<file path="src/rtl/uart_rx_cfg.sv">
// uart_rx_cfg: configurable UART receiver with FIFO.
// Ports:
//   clk, rst (sync, active-high)
//   rx: async serial line, idle high
//   rd_en: pop the FIFO head
//   data/valid/count: first-word-fall-through FIFO head, not-empty flag, occupancy
//   frame_err/parity_err/overrun: one-cycle error pulses
module uart_rx_cfg #(
  parameter int CLOCK_HZ   = 50_000_000,
  parameter int BAUD_RATE  = 115200,
  parameter int DATA_BITS  = 8,
  parameter int PARITY     = 0,
  parameter int STOP_BITS  = 1,
  parameter int FIFO_DEPTH = 4
) (
  input  logic                          clk,
  input  logic                          rst,
  input  logic                          rx,
  input  logic                          rd_en,
  output logic [DATA_BITS-1:0]          data,
  output logic                          valid,
  output logic [$clog2(FIFO_DEPTH):0]   count,
  output logic                          frame_err,
  output logic                          parity_err,
  output logic                          overrun
);
  localparam int CPB  = CLOCK_HZ / BAUD_RATE;
  localparam int HALF = CPB / 2;
  localparam int CW   = $clog2(CPB + 1);
  localparam int AW   = $clog2(FIFO_DEPTH);
  typedef enum logic [2:0] {S_IDLE, S_START, S_DATA, S_PARITY, S_STOP, S_BREAK} state_t;
  state_t state, state_n;
  logic s1, rxs;
  logic [CW-1:0] cnt, cnt_n;
  logic [3:0] idx, idx_n;
  logic [DATA_BITS-1:0] sh, sh_n;
  logic pbad, pbad_n, sbad, sbad_n, push, push_n, fe_n, pe_n, stop_bad;
  logic bit_end, half_end;
  logic [DATA_BITS-1:0] mem [FIFO_DEPTH];
  logic [AW-1:0] wp, rp;
  logic full, pop, wr;
  assign bit_end  = cnt == CW'(CPB - 1);
  assign half_end = cnt == CW'(HALF - 1);
  assign stop_bad = sbad | ~rxs;
  always_comb begin
    state_n = state;
    cnt_n   = cnt + CW'(1);
    idx_n   = idx;
    sh_n    = sh;
    pbad_n  = pbad;
    sbad_n  = sbad;
    push_n  = 1'b0;
    fe_n    = 1'b0;
    pe_n    = 1'b0;
    case (state)
      S_IDLE: begin
        cnt_n  = '0;
        idx_n  = '0;
        pbad_n = 1'b0;
        sbad_n = 1'b0;
        state_n = rxs ? S_IDLE : S_START;
      end
      S_START: if (half_end) begin
        cnt_n   = '0;
        state_n = rxs ? S_IDLE : S_DATA;
      end
      S_DATA: if (bit_end) begin
        cnt_n = '0;
        sh_n  = {rxs, sh[DATA_BITS-1:1]};
        idx_n = idx == 4'(DATA_BITS - 1) ? 4'd0 : idx + 4'd1;
        state_n = idx != 4'(DATA_BITS - 1) ? S_DATA : PARITY != 0 ? S_PARITY : S_STOP;
      end
      S_PARITY: if (bit_end) begin
        cnt_n   = '0;
        pbad_n  = (^sh ^ rxs) != (PARITY == 1);
        state_n = S_STOP;
      end
      S_STOP: if (bit_end) begin
        cnt_n  = '0;
        idx_n  = idx + 4'd1;
        sbad_n = stop_bad;
        if (idx == 4'(STOP_BITS - 1)) begin
          // Final stop sample: leave for IDLE at once so a following start edge is caught.
          fe_n    = stop_bad;
          pe_n    = pbad;
          push_n  = ~stop_bad & ~pbad;
          state_n = stop_bad ? S_BREAK : S_IDLE;
        end
      end
      S_BREAK: state_n = rxs ? S_IDLE : S_BREAK;
      default: state_n = S_IDLE;
    endcase
  end
  always_ff @(posedge clk) begin
    if (rst) begin
      s1         <= 1'b1;
      rxs        <= 1'b1;
      state      <= S_IDLE;
      cnt        <= '0;
      idx        <= '0;
      sh         <= '0;
      pbad       <= 1'b0;
      sbad       <= 1'b0;
      push       <= 1'b0;
      frame_err  <= 1'b0;
      parity_err <= 1'b0;
    end else begin
      s1         <= rx;
      rxs        <= s1;
      state      <= state_n;
      cnt        <= cnt_n;
      idx        <= idx_n;
      sh         <= sh_n;
      pbad       <= pbad_n;
      sbad       <= sbad_n;
      push       <= push_n;
      frame_err  <= fe_n;
      parity_err <= pe_n;
    end
  end
  // sh is stable in IDLE/START, so it is still the received byte when push fires.
  assign full  = count == (AW+1)'(FIFO_DEPTH);
  assign pop   = rd_en & valid;
  assign wr    = push & (~full | pop);
  assign valid = count != '0;
  assign data  = valid ? mem[rp] : '0;
  always_ff @(posedge clk)
    if (wr && !rst) mem[wp] <= sh;
  always_ff @(posedge clk) begin
    if (rst) begin
      wp      <= '0;
      rp      <= '0;
      count   <= '0;
      overrun <= 1'b0;
    end else begin
      wp      <= wr ? wp + AW'(1) : wp;
      rp      <= pop ? rp + AW'(1) : rp;
      count   <= count + (AW+1)'(wr) - (AW+1)'(pop);
      overrun <= push & full & ~pop;
    end
  end
endmodule

</file>
<file path="config.mk">
export PLATFORM = sky130hd
export DESIGN_NAME = uart_rx_cfg
export DESIGN_NICKNAME = d
export VERILOG_FILES = /design/src/rtl/uart_rx_cfg.sv
export SDC_FILE = /design/constraint.sdc
export NUM_CORES = 1
export LEC_CHECK = 0
export ABC_AREA = 1
export CAP_MARGIN = 0
export CORE_ASPECT_RATIO = 1.1
export CORE_MARGIN = 1.5
export CORE_UTILIZATION = 25
export CTS_CLUSTER_SIZE = 20
export DETAILED_ROUTE_END_ITERATION = 6
export GPL_TIMING_DRIVEN = 0
export PLACE_DENSITY = 0.5
export SLEW_MARGIN = 10
export SYNTH_ARGS = -nofsm -noshare
export SYNTH_HDL_FRONTEND = slang
export SYNTH_SLANG_ARGS = --single-unit
</file>
<file path="constraint.sdc">
create_clock -name clk -period 3.4 [get_ports clk]
set_input_delay 0.68 -clock clk [delete_from_list [all_inputs] [get_ports clk]]
set_output_delay 0.68 -clock clk [all_outputs]
set_load 0.05 [all_outputs]
</file>
---- Yosys cells after proc, flatten, opt, wreduce, memory -nomap -nowiden ----
Memory sizes are Yosys's and may differ from the RTL's. A register that Yosys moved wholly into a read port is not among the register bits.
Cells that the tools add are included.
W data, S select, Z words.
operators by class
  muxes and demuxes ....................... 27
  equality and inequality tests ........... 15
  reduce and logical (&&, ||, !) cells .... 16
  bitwise operators ....................... 16
  $add $sub $neg .......................... 6
operators with widths
  kind                   count
  $pmux W9 S3            1
  $mux W3                8
  $mux W9                2
  $pmux W3 S6            1
  $mux W4                3
  $pmux W4 S3            1
  $ne A2 B2 Y1 const B   5
  $add A9 B1 Y9 const B  1
  $eq A3 B3 Y1 const B   3
  $eq A9 B8 Y1 const B   1
  $eq A9 B9 Y1 const B   1
  $mux W8                1
  $not A1 Y1             8
  $reduce_xor A8 Y1      1
  $eq A3 B2 Y1 const B   2
  $mux W2                3
  $reduce_and A2 Y1      3
  $reduce_bool A3 Y1     2
  $and A1 B1 Y1          5
  $mux W1                5
  $reduce_and A5 Y1      1
  $add A2 B1 Y2 const B  2
  $add A4 B1 Y4 const B  1
  $eq A4 B3 Y1 const B   1
  other kinds (15)       18
word-level totals
  flip-flop bits (word level) ............. 39
  RAM bits ................................ 32
  output and inout bits ................... 15
  logic and storage cells ................. 96
  memories ................................ 1
  bits of input ports ..................... 4
memories
  memory  depth  width  rd ports  clocked after memory_dff  write ports  line  source
  mem     4      8      1         1                         1            39    logic [DATA_BITS-1:0] mem [FIFO_DEPTH];

---- Depth between registers and ports, before layout ----
  word-level depth ........................ 7
  mapped depth ............................ 11
  depth with buffers taken out ............ 11

---- Worst setup path before layout ----
No wires, ideal clock.
  kind .................................... reg2reg
  start ................................... register count[1]
  end ..................................... register count[2]
  setup time .............................. 0.153 ns
  clock period less this slack ............ 2.467 ns
  path buffers ............................ 0
  data required time ...................... 3.247 ns
  arrival ................................. 2.315 ns
  slack ................................... 0.933 ns
  stages on the path, launching flop included .. 11
  path through ............................ dfxtp_1 > nor3_4 > nor2_1 > ha_1 > inv_1 > ha_1 > inv_1 > fa_1 > xor2_1 > o21ai_0 > a21oi_1
on the way
  word-level cells in the longest chain between the ends .. 6
  elaborated cells between the ends (all ways) .. 8
  classes of those cells .................. add/sub (2); eq/ne (1); bitwise (4); reduce/logical (1)
RTL lines
  element                   line  source
  start: declaration        22    output logic [$clog2(FIFO_DEPTH):0] count,
  start signal: assignment  138   count <= count + (AW+1)'(wr) - (AW+1)'(pop);
  $reduce_bool A3 Y1 (*)    125   assign valid = count != '0;
  $and A1 B1 Y1 (*)         123   assign pop = rd_en & valid;
  via pop                   41    logic full, pop, wr;
  $or A1 B1 Y1              124   assign wr = push & (~full | pop);
  $and A1 B1 Y1             124
  $add A3 B1 Y3             138
  $sub A3 B1 Y3 (*)         138
The timed path passes the listed nets; every way through them passes the cells marked *.
A chain may end at the register's enable or synchronous reset.

==> metrics <==
Post-Synthesis Cells 399; setup repair after global routing missed its margin false; vias in the first global route 2,424; deepest clock path buffer count 2; proportion of synthesized area in mux cells 0; Slew Limit Fails 0; 1st-iter DRT viols 98; GR Util met1 0.127; num rows 44; final worst slack 154 ps; Die Height 126 um; most frequent cell after synthesis nor2_1; initial antenna violation count 0; global routing's busiest layer met2; Min-Delay Endpoint rxs$_SDFF_PP1_; Hold Path Class reg -> reg; largest area contributor in the netlist edfxtp_1; Critical Path AT 2570 ps; final setup fails 0; CTS Sinks 73; final estimated routing congestion in global placement 0.799; Fmax achieved 308 MHz; I/O pins 19; area grow syn2layout 20.5%; Via Count 2,544; synth warn 0; VDD IR max 0.000333 V; register area share after synthesis 0.515; largest family of logic cells by synthesized area simple AND/OR/NAND/NOR gates; dominant synthesized flop cell dfxtp_1; Setup Crit Path Kind reg -> out; final hold vios 0; Mapped Nets 415; PortBufs 18; crit path time final 3250 ps; Synth area leaders edfxtp_1, dfxtp_1, nor2_1; die width 115 um; CTS root buffer clkbuf_16; top cell type's share of synthesized area 0.278; mean post-synth cell area 8.66 um^2; Post-Synth Simple-Gate Area 0.242; status finished clean; relative slew slack 0.425; worst skew pair latency 340 ps; layout cell share with drive strength beyond 1 0.106; Worst setup EP type output port; max-capacitance violation count 0; gr ovfl total 0; DR WL/cell 11.1 um; Worst R2R Setup Slack 890 ps; pre-CTS setup slack 461 ps; Core Region 13,400 um^2; antenna diode count 0; Async SR Flop Fraction 0; reg2reg path depth 10; first-pass GRT wire length 11.6 mm; reg2reg end count[2]$_SDFF_PP0_; hold path depth 1; vias per std cell 4.12; initial cell density of the core 0.258; Startpoint Class flip-flop; CP Data Required Time 2720 ps; critical-path maximum fanout 9; Post-synth EDFFs 32; pwr dens 723 nW/um^2; CTS tree yes; DIE AREA 14,500 um^2; largest net degree at the start of global routing 13; commonest cells in the netlist nor2_1, nand2_1, inv_1; 1st-pass router iterations 4; mapped cell area 3460 um^2; R2R Path Start count[1]$_SDFF_PP0_; # DRC 0; Least-Margin Pin Slew 860 ps; Final Cycle Share 0.955; Synth Register Bits 73; TritonCTS buffer count 9; Final #Nets 444; Synth Area in Adders 0.0456; Antenna Violating Nets Remaining 0; cts hold-fix bufs 0; Post-Route WL 6.88 mm; Post-CTS Setup Bufs 0; Netlist cell types 35; XOR/XNOR Fraction of Synth Area 0.0127; Hold Startpoint s1$_SDFF_PP1_; H-tree Lvls 3; Final Skew 7.85 ps; dpl hpwl 4.85 mm; met3 usage 0.0363; Reg clk slew, reported paths 50 ps; leakage power 1.80 nW; Final TNS setup 0 ps; Compound-Gate Fraction of Synth Area 0.110; GR Util met2 0.169; GRT Util Overall 0.104
[per-stage QoR]
stage | total power, mW | cells | instance area (um^2) | hold slack [ps] | util
6_report | 3.01 | 617 | 4170 | 408 | 0.311
2_1_floorplan | 1.85 | 399 | 3460 | 389 | -
4_1_cts | 3.06 | 617 | 4160 | 411 | 0.311
5_1_grt | 3.22 | 617 | 4170 | 416 | 0.311
3_5_place_dp | 2.12 | 601 | 3870 | 398 | 0.289
3_3_place_gp | 2.11 | 601 | 3870 | 393 | 0.289
[repair_timing]
action / in CTS / in global routing
setup endpoints to repair: 0 / 4
hold endpoints to repair: 0 / 0
gates resized for setup: 0 / 4
[cell type report]
cell class,instances,area (um^2)
inverter,57,214
tap,184,230
timing repair buffer,18,190
clock buffer,11,233
buffer,8,45.0
multi-input combinational,261,1420
sequential,73,1780
clock inverter,5,55.1
fill,1429,9210
[cell usage in the layout (no fill, tap or decap), drive strengths merged, types with 2 or more instances in the layout]
master,instances
dfxtp,41
nand4,5
inv,58
nand2,70
clkdlybuf4s50,14
clkinv,2
xor2,4
nor3,6
ha,11
o21bai,2
nand3,19
buf,4
a21oi,28
dlymetal6s2s,4
or2,2
edfxtp,32
clkbuf,15
o21ai,36
nor2,73
[power by group]
group	internal [mW]	switching, mW
sequential	0.973	0.0751
clock	0.567	0.354
combinational	0.341	0.702
[state kept, by name, summed over array words and instances, names as in the netlist, 2 cells and up, named ones only]
| signal | count |
|---|---|
| state | 3 |
| wp | 2 |
| cnt | 9 |
| idx | 4 |
| rp | 2 |
| mem | 32 |
| sh | 8 |
| count | 3 |
[cells by family (layout without fill, tap and decap cells)]
| family | after synthesis | in the layout |
|---|---|---|
| AOI/OAI and AO/OA | 67 | 67 |
| xor gates and xnor gates | 5 | 5 |
| adders and majority gates | 12 | 12 |
| buffers and inverters | 65 | 99 |
| DFF | 73 | 73 |
| and+or+nand+nor | 177 | 177 |
[routing by layer]
layer	wire, um	up-vias
met5	0	-
met4	60	0
met3	256	6
met2	3310	38
met1	3260	1149
li1	-	1351
[how the worst max path moves through the flow]
stage | slack [ps] | startpoint | endpoint | cells after the start
3_5_place_dp | 460 | flip-flop | data[6] | 6
2_1_floorplan | 930 | count[1]$_SDFF_PP0_ | count[2]$_SDFF_PP0_ | 10
3_3_place_gp | 450 | flip-flop | data[2] | 6
6_report | 150 | flip-flop | data[6] | 6
4_1_cts | 90 | flip-flop | data[6] | 6
5_1_grt | 4 | flip-flop | data[7] | 6
[worst max-delay path, stage by stage (launching register included)]
cell and delay (ps):
dfxtp_1 300, clkbuf_1 390, inv_1 280, nor2_1 160, o21ai_0 90, a21oi_1 180, clkdlybuf4s50_1 830
Note: power is estimated with default switching activity, not from simulation.
